File: config.mk
export PLATFORM = sky130hd
export DESIGN_NAME = cpu_debug_unit
export DESIGN_NICKNAME = d
export VERILOG_FILES = /design/src/rtl/dbu_pkg.sv /design/src/rtl/dbu_debounce.sv /design/src/rtl/cpu_debug_unit.sv
export SDC_FILE = /design/constraint.sdc
export NUM_CORES = 1
export LEC_CHECK = 0
export CELL_PAD_IN_SITES_DETAIL_PLACEMENT = 1
export CELL_PAD_IN_SITES_GLOBAL_PLACEMENT = 1
export CORE_MARGIN = 5
export CORE_UTILIZATION = 33
export DETAILED_ROUTE_END_ITERATION = 7
export GPL_ROUTABILITY_DRIVEN = 0
export HOLD_SLACK_MARGIN = 0.1
export PLACE_DENSITY = 0.94
export SLEW_MARGIN = 40
export SYNTH_ARGS = -nofsm -noshare
export SYNTH_HDL_FRONTEND = slang
export SYNTH_HIERARCHICAL = 1
export SYNTH_SLANG_ARGS = --single-unit
File: constraint.sdc
create_clock -name clk -period 4.6 [get_ports clk]
set_input_delay 0.69 -clock clk [delete_from_list [all_inputs] [get_ports clk]]
set_output_delay 0.69 -clock clk [all_outputs]
set_load 0.01 [all_outputs]
File: src/rtl/dbu_pkg.sv
// ---------------------------------------------------------------------------
// dbu_pkg
// Shared types and constants for the board-side CPU debug unit.
//   dbuState_t     : run-control FSM state (HALT, STEP, RUN)
//   SEL_DEFAULT    : display-select value that shows status / memory / RF data
//   ADDR_W_DEFAULT : default width of the debug address register
// ---------------------------------------------------------------------------
package dbu_pkg;

    typedef enum logic [1:0] {
        HALT = 2'd0,
        STEP = 2'd1,
        RUN  = 2'd2
    } dbuState_t;

    localparam logic [2:0] SEL_DEFAULT    = 3'd0;
    localparam int         ADDR_W_DEFAULT = 16;

endpackage

File: src/rtl/dbu_debounce.sv
// ---------------------------------------------------------------------------
// dbu_debounce
// Two-flop synchroniser, optional debounce filter and rising-edge pulse
// generator for one push button.
//
// Configuration macro: DBU_DEBOUNCE_EN
//   defined   : the debounced level follows the synchronised level only after
//               the two have differed for DEBOUNCE_CYCLES consecutive cycles;
//               any bounce restarts the count. Press-to-pulse latency is
//               2 + DEBOUNCE_CYCLES + 1 cycles.
//   undefined : no filter, the debounced level is the synchronised level and
//               press-to-pulse latency is 3 cycles.
//
// Ports:
//   clk     in   board clock
//   rst     in   asynchronous active-high reset
//   i_btn   in   raw (asynchronous, bouncy) button level
//   o_rise  out  one-cycle pulse, the cycle after the debounced level rises
// ---------------------------------------------------------------------------
module dbu_debounce #(
    parameter int unsigned DEBOUNCE_CYCLES = 1000000
) (
    input  logic clk,
    input  logic rst,
    input  logic i_btn,
    output logic o_rise
);

    logic r_sync1;
    logic r_sync2;
    logic r_prev;
    logic r_rise;
    logic w_level;

    // Bring the asynchronous button into the clock domain.
    always_ff @(posedge clk or posedge rst) begin
        if (rst) begin
            r_sync1 <= 1'b0;
            r_sync2 <= 1'b0;
        end else begin
            r_sync1 <= i_btn;
            r_sync2 <= r_sync1;
        end
    end

`ifdef DBU_DEBOUNCE_EN
    // Counter only needs to reach DEBOUNCE_CYCLES-1; the level flips on the
    // cycle the count would otherwise reach DEBOUNCE_CYCLES.
    localparam int unsigned CNT_W = (DEBOUNCE_CYCLES > 1) ? $clog2(DEBOUNCE_CYCLES) : 1;
    localparam logic [CNT_W-1:0] CNT_LAST = CNT_W'(DEBOUNCE_CYCLES - 1);

    logic [CNT_W-1:0] r_count;
    logic             r_level;

    // Accept a new level only after it has been stable long enough; a return
    // to the current level at any point clears the count.
    always_ff @(posedge clk or posedge rst) begin
        if (rst) begin
            r_count <= '0;
            r_level <= 1'b0;
        end else if (r_sync2 == r_level) begin
            r_count <= '0;
        end else if (r_count == CNT_LAST) begin
            r_count <= '0;
            r_level <= r_sync2;
        end else begin
            r_count <= r_count + 1'b1;
        end
    end

    assign w_level = r_level;
`else
    assign w_level = r_sync2;
`endif

    // Registered 0->1 detector on the debounced level.
    always_ff @(posedge clk or posedge rst) begin
        if (rst) begin
            r_prev <= 1'b0;
            r_rise <= 1'b0;
        end else begin
            r_prev <= w_level;
            r_rise <= w_level & ~r_prev;
        end
    end

    assign o_rise = r_rise;

endmodule

File: src/rtl/cpu_debug_unit.sv
// ---------------------------------------------------------------------------
// cpu_debug_unit
// Board-side debug unit in front of the pipelined CPU. Gates CPU progress
// (continuous run or single step), drives the CPU debug address / select,
// and muxes CPU debug data onto the LED bank and the 7-segment bus.
//
// Configuration macro: DBU_DEBOUNCE_EN (see dbu_debounce); when undefined the
// button debounce is bypassed and DEBOUNCE_CYCLES has no effect.
//
// Ports:
//   clk         in   board clock
//   rst         in   asynchronous active-high reset
//   succ        in   switch, 1 = continuous run
//   step        in   button, single-step request
//   sel[2:0]    in   display select switches, forwarded as i_sel
//   m_rf        in   switch, 1 = data memory view, 0 = register file view
//   inc         in   button, debug address + 1
//   dec         in   button, debug address - 1
//   status      in   CPU control status
//   m_data      in   CPU data memory debug read
//   rf_data     in   CPU register file debug read
//   o_sel_data  in   CPU selected internal register
//   run_en      out  CPU clock enable
//   i_sel       out  select to CPU
//   m_rf_addr   out  debug address to CPU
//   led         out  LED bank
//   disp_data   out  7-segment display value
// ---------------------------------------------------------------------------
module cpu_debug_unit
    import dbu_pkg::*;
#(
    parameter int unsigned DEBOUNCE_CYCLES = 1000000,
    parameter int          ADDR_W          = ADDR_W_DEFAULT
) (
    input  logic              clk,
    input  logic              rst,
    input  logic              succ,
    input  logic              step,
    input  logic [2:0]        sel,
    input  logic              m_rf,
    input  logic              inc,
    input  logic              dec,
    input  logic [15:0]       status,
    input  logic [31:0]       m_data,
    input  logic [31:0]       rf_data,
    input  logic [31:0]       o_sel_data,
    output logic              run_en,
    output logic [2:0]        i_sel,
    output logic [ADDR_W-1:0] m_rf_addr,
    output logic [15:0]       led,
    output logic [31:0]       disp_data
);

    logic              w_stepRise;
    logic              w_incRise;
    logic              w_decRise;
    logic              r_succSync1;
    logic              r_succS;
    dbuState_t         r_state;
    logic              r_runEn;
    logic [ADDR_W-1:0] r_addr;
    logic [15:0]       r_led;
    logic [31:0]       r_disp;

    dbu_debounce #(.DEBOUNCE_CYCLES(DEBOUNCE_CYCLES)) uStepBtn (
        .clk    (clk),
        .rst    (rst),
        .i_btn  (step),
        .o_rise (w_stepRise)
    );

    dbu_debounce #(.DEBOUNCE_CYCLES(DEBOUNCE_CYCLES)) uIncBtn (
        .clk    (clk),
        .rst    (rst),
        .i_btn  (inc),
        .o_rise (w_incRise)
    );

    dbu_debounce #(.DEBOUNCE_CYCLES(DEBOUNCE_CYCLES)) uDecBtn (
        .clk    (clk),
        .rst    (rst),
        .i_btn  (dec),
        .o_rise (w_decRise)
    );

    // The run switch is a stable toggle, so synchronising it is enough.
    always_ff @(posedge clk or posedge rst) begin
        if (rst) begin
            r_succSync1 <= 1'b0;
            r_succS     <= 1'b0;
        end else begin
            r_succSync1 <= succ;
            r_succS     <= r_succSync1;
        end
    end

    // Run-control FSM. run_en is registered alongside the state so it always
    // equals the decode of the state it is loaded with; a step pulse seen in
    // STEP or RUN is simply ignored, and the run switch wins over a step.
    always_ff @(posedge clk or posedge rst) begin
        if (rst) begin
            r_state <= HALT;
            r_runEn <= 1'b0;
        end else begin
            case (r_state)
                HALT: begin
                    if (r_succS) begin
                        r_state <= RUN;
                        r_runEn <= 1'b1;
                    end else if (w_stepRise) begin
                        r_state <= STEP;
                        r_runEn <= 1'b1;
                    end else begin
                        r_runEn <= 1'b0;
                    end
                end
                STEP: begin
                    r_state <= HALT;
                    r_runEn <= 1'b0;
                end
                RUN: begin
                    if (!r_succS) begin
                        r_state <= HALT;
                        r_runEn <= 1'b0;
                    end else begin
                        r_runEn <= 1'b1;
                    end
                end
                default: begin
                    r_state <= HALT;
                    r_runEn <= 1'b0;
                end
            endcase
        end
    end

    // Debug address walks with the buttons independently of the run state;
    // natural modular arithmetic gives the wrap in both directions, and
    // opposing presses in the same cycle cancel.
    always_ff @(posedge clk or posedge rst) begin
        if (rst) begin
            r_addr <= '0;
        end else if (w_incRise && !w_decRise) begin
            r_addr <= r_addr + 1'b1;
        end else if (w_decRise && !w_incRise) begin
            r_addr <= r_addr - 1'b1;
        end
    end

    // Display mux, registered once so the board outputs come straight from
    // flops.
    always_ff @(posedge clk or posedge rst) begin
        if (rst) begin
            r_led  <= '0;
            r_disp <= '0;
        end else if (sel == SEL_DEFAULT) begin
            r_led  <= status;
            r_disp <= m_rf ? m_data : rf_data;
        end else begin
            r_led  <= 16'(r_addr);
            r_disp <= o_sel_data;
        end
    end

    assign run_en    = r_runEn;
    assign i_sel     = sel;
    assign m_rf_addr = r_addr;
    assign led       = r_led;
    assign disp_data = r_disp;

endmodule

; After elaboration in Yosys (flattened, before gate mapping)
; Cells that the tools add are included.
[classes]
n_addsub = 2
eq_ne = 3
muxes = 13
bitwise_logic = 6
n_reduce_logical = 8
[ops]
columns = operator, count
row1 = 2-to-1 mux 32 bit, 2
row2 = 2-to-1 mux 16 bit, 3
row3 = "adder 16 x 1 -> 16 bit, second input constant", 1
row4 = "subtractor 16 x 1 -> 16 bit, second input constant", 1
row5 = 2-to-1 mux 2 bit, 3
row6 = one-hot mux 2 bit (2 select lines), 1
row7 = AND 1 bit, 3
row8 = logical NOT 3 bit, 1
row9 = 2-to-1 mux 1 bit, 3
row10 = "!= test 3 x 2 -> 1 bit, second input constant", 1
row11 = inverter 1 bit, 3
row12 = "== test 2 bit, second input constant", 1
row13 = logical AND 1 bit, 2
row14 = logical NOT 1 bit, 2
row15 = logical NOT 2 bit, 1
row16 = "!= test 2 bit, second input constant", 1
row17 = one-hot mux 1 bit (2 select lines), 1
row18 = AND reduction 2 bit, 1
row19 = nonzero test 2 bit, 1
[totals]
register_bits = 81
out_inout_bits = 68
word_cells = 51

; Depth between registers and ports, before layout
[depth]
word_depth = 4
mapped_depth = 10
ltp_nobuf = 9

; Modules after synthesis
; Netlist, hierarchy kept.
[modules_own_cells]
columns = module, instances, cells_each, area_per_inst_um2
row1 = cpu_debug_unit, 1, 381, 3729.8
row2 = dbu_debounce, 3, 6, 117.6

; Least setup slack after synthesis
; No wires, ideal clock.
[synth_timing]
kind = flip-flop to flip-flop
startpoint = register uIncBtn.r_rise, in the netlist uIncBtn/o_rise
endpoint = register r_addr[14], in the netlist m_rf_addr[14]
arrival_ps = 2297
t_required_ps = 4474
path_slack_ps = 2177
path_stages_with_launch = 10
path_buffers = 1
period_less_slack_ps = 2423
path_cell_list = dfrtp_1 > ha_1 > inv_1 > ha_1 > buf_2 > a21oi_1 > nand2_1 > a31o_2 > o211a_1 > a221o_1
[synth_via]
elab_chain_cells = 3
word_cells_on_any_way = 5
cone_classes = 1 x mux / 4 x reduce/logical
[synth_lines]
columns = item, line_no
row1 = "start, declared", dbu_debounce.sv:32  ; logic r_rise;
row2 = "start signal, assigned", dbu_debounce.sv:83  ; r_rise <= w_level & ~r_prev;
row3 = logical NOT 1 bit, cpu_debug_unit.sv:145  ; end else if (w_decRise && !w_incRise) begin
row4 = logical AND 1 bit, cpu_debug_unit.sv:145
row5 = nonzero test 2 bit (no line), --
row6 = "end signal, assigned", cpu_debug_unit.sv:144  ; r_addr <= r_addr + 1'b1;
row7 = "end signal, assigned", cpu_debug_unit.sv:146  ; r_addr <= r_addr - 1'b1;
row8 = "end, declared", cpu_debug_unit.sv:61  ; logic [ADDR_W-1:0] r_addr;
; Several ways; a longest one is shown, not always the timed one.
; A chain may end at the register's enable or synchronous reset.

; Worst setup path after layout
[layout_timing]
startpoint = register uDecBtn.r_rise, in the netlist uDecBtn/o_rise
endpoint = register r_addr[14], in the netlist m_rf_addr[14]
[layout_via]
elab_chain_cells = 3
word_cells_on_any_way = 5
cone_classes = 1 x mux / 4 x reduce/logical
[layout_lines]
columns = item, line_no
row1 = "start, declared", dbu_debounce.sv:32
row2 = "start signal, assigned", dbu_debounce.sv:83
row3 = logical NOT 1 bit, cpu_debug_unit.sv:143  ; end else if (w_incRise && !w_decRise) begin
row4 = logical AND 1 bit, cpu_debug_unit.sv:143
row5 = 2-to-1 mux 16 bit or nonzero test 2 bit (tied branches), --
; Several ways; a longest one is shown, not always the timed one.

==> metrics.txt <==
status completed; Async SR Flop Fraction 1.000; reg-to-reg startpoint uDecBtn/o_rise; routed wire length 15,640 um; CTS root buffer clkbuf_16; Initial Util 0.3385; Core Rows 40; crit share post-route 0.6280; Hold EP uIncBtn/r_sync2; core area between 10,000 and 15,000 um2; Hold Crit Start uIncBtn/r_sync1; Buffers on Ports 189; DRC Markers 0; syn nets 538; R2R depth 9; antenna fix cells 0; Area Overhead vs Synth 57.06%; Die Wd 121.2 um; Crit. End Element flip-flop; clk slew on worst S/H paths 60 ps; minimum clock period 2889 ps; pre-CTS setup slack around 1900 ps; Setup violations, final 0; postcts setup bufs 0; Worst R2R Setup Slack 1710 ps; setup ws final 1711 ps; post-synth top area cell dfrtp_1; MaxCap Viol Count 0; WHS Path Cells 0; H-tree levels 3; Post-CTS Hold Buffers 0; kind of critical path flip-flop to flip-flop; via count around 3,800; first-pass GRT wire length 23,940 um; Critical Path RT 4820 ps; area of the multi-input gates ~1900 um2; initial antenna violation count 0; setup TNS 0 ps; Fin. Hold Viols 0; CTS tree done; Mapped Area 4083 um2; slew margin rel. 0.5549; hpwl dp ~12,000 um; ys flop type dfrtp_1; share of layout cells above drive strength 1 0.07216; starting DRC count in detailed routing approximately 220; hold_ws 355.1 ps; CTS Buf Count 9; Syn Inst Count 399; Avg WL per Cell 20.86 um; pwr dens 511.5 nW/um2; share of the synthesized area in the top cell type 0.4965; Layout Nets 716; top area cells in the synthesized netlist dfrtp_1, mux2i_1, a21oi_1; pin count of the biggest net entering global routing 56; Sequential Area 2027 um2; max-slew violations 0; vias per cell 5.059; Startpoint Class flip-flop; Syn Area/Cell 10.23 um2; placed cell count 734; Worst-Margin Slew 666.9 ps; Reg-to-Reg End m_rf_addr[14]; Yosys cell types 50; die height 121.2 um; GRT Total Usage 0.2137; Synth Register Bits 81; Leakage 2.723 nW; Filler cells 1,279; remaining antenna violation count 0; yosys warns 6; number of global-route vias before repair roughly 4,200; worst endpoint data arrival time 3110 ps; Post-CTS Resized 0; Seq/Total Area, Yosys 0.4965; EDFF count, synth 0; Worst Hold Class flip-flop to flip-flop; maximum VDD drop 0.2705 mV; DIE AREA between 10,000 and 15,000 um2; Ports 190; Final Non-Filler Cells 750; remaining global-route overflow 0; Max Root-Sink Buffers 2; fmax 346.2 MHz; worst skew pair latency 340 ps; clock skew roughly 6 ps; crit path max fanout 15; RSZ-0062 raised after global routing false; DRT Pass-1 Iters 4; CTS Sinks 81
[per-stage QoR]
step                      utilization  instance area, um2  total power [W]
final                          0.5316                6412         0.003280
after global placement         0.5052                6093         0.002402
after global routing           0.5316                6412         0.003479
after CTS                      0.5315                6411         0.003300
after floorplan                     -                4083         0.001800
after detailed placement       0.5056                6098         0.002491
[cells by family (layout without fill, tap and decap cells)]
kind of cell / after synthesis / count (layout) / synth area share
AND/OR/NAND/NOR: 111 / 111 / 0.1339
AO/OA/AOI/OAI: 99 / 99 / 0.1437
flip-flops: 81 / 81 / 0.4965
multiplexers: 47 / 47 / 0.1192
buffers and inverters: 38 / 221 / 0.03984
adder cells (fa/ha/maj): 17 / 17 / 0.05394
XOR/XNOR: 6 / 6 / 0.01287
[worst max-delay path, stage by stage, from the launching register on]
cell	delay, ps
dfrtp_1	350
inv_1	50
ha_2	200
inv_1	430
ha_1	450
a21oi_1	380
nand2_1	130
a31o_2	290
o211a_1	220
a221o_1	260
[layout make-up]
type	instances	area share
repair buffers	192	0.2981
flip-flops and latches	81	0.3161
clock buffers	11	0.03629
well taps	168	0.03278
multi-input cells	280	0.2964
clock inverters	5	0.01249
inverters	13	0.007805
[registers in the layout, indices dropped and copies added, names as in the netlist, 2 cells and up]
signal     count
led           16
r_state        2
m_rf_addr     16
disp_data     32
[cells in the mapped netlist, types with 4 or more instances]
cell type / instances
dfrtp_1: 81
a21oi_1: 50
nor2_1: 50
mux2i_1: 34
nand2_1: 25
o21ai_0: 19
ha_1: 16
clkbuf_1: 13
inv_1: 13
mux2_2: 13
o211ai_1: 6
nand3_1: 5
a211oi_1: 4
buf_1: 4
buf_2: 4
buf_4: 4
nand2b_1: 4
nor2b_1: 4
nor2b_4: 4
xor2_1: 4
[where the power goes]
part | total (W) | switching, W | internal (W)
combinational | 0.00152 | 0.000792 | 0.000726
clock | 0.000762 | 0.000287 | 0.000475
sequential | 0.00100 | 0.000125 | 0.000876
[worst max path at each step]
stage | from | endpoint
2_1_floorplan | rst | disp_data[0]
3_3_place_gp | uDecBtn/o_rise | m_rf_addr[15]
3_5_place_dp | uIncBtn/o_rise | m_rf_addr[15]
4_1_cts | uIncBtn/o_rise | m_rf_addr[14]
5_1_grt | uDecBtn/o_rise | m_rf_addr[10]
6_report | uDecBtn/o_rise | m_rf_addr[14]
[cells in the final DEF (no fill, tap or decap), types with 3 or more instances in the layout]
master / instances
clkdlybuf4s50_1: 188
dfrtp_1: 81
a21oi_1: 50
nor2_1: 50
mux2i_1: 34
nand2_1: 25
o21ai_0: 19
ha_1: 15
mux2_2: 13
inv_1: 12
clkbuf_16: 9
o211ai_1: 6
nand3_1: 5
nand2b_1: 4
a211oi_1: 4
nor2b_4: 4
nor2b_1: 4
xor2_1: 4
buf_4: 4
a21o_1: 3
o21a_1: 3
o31ai_1: 3
[routing by layer]
metal  vias to the layer above  wire length (um)  track usage
li1                       1753                 -            -
met1                      1864              5494       0.2204
met2                       156              8564       0.4053
met3                        21              1273      0.06993
met4                         0               309      0.06793
met5                         -                 0            0
Power figures use the tool's default switching activity.
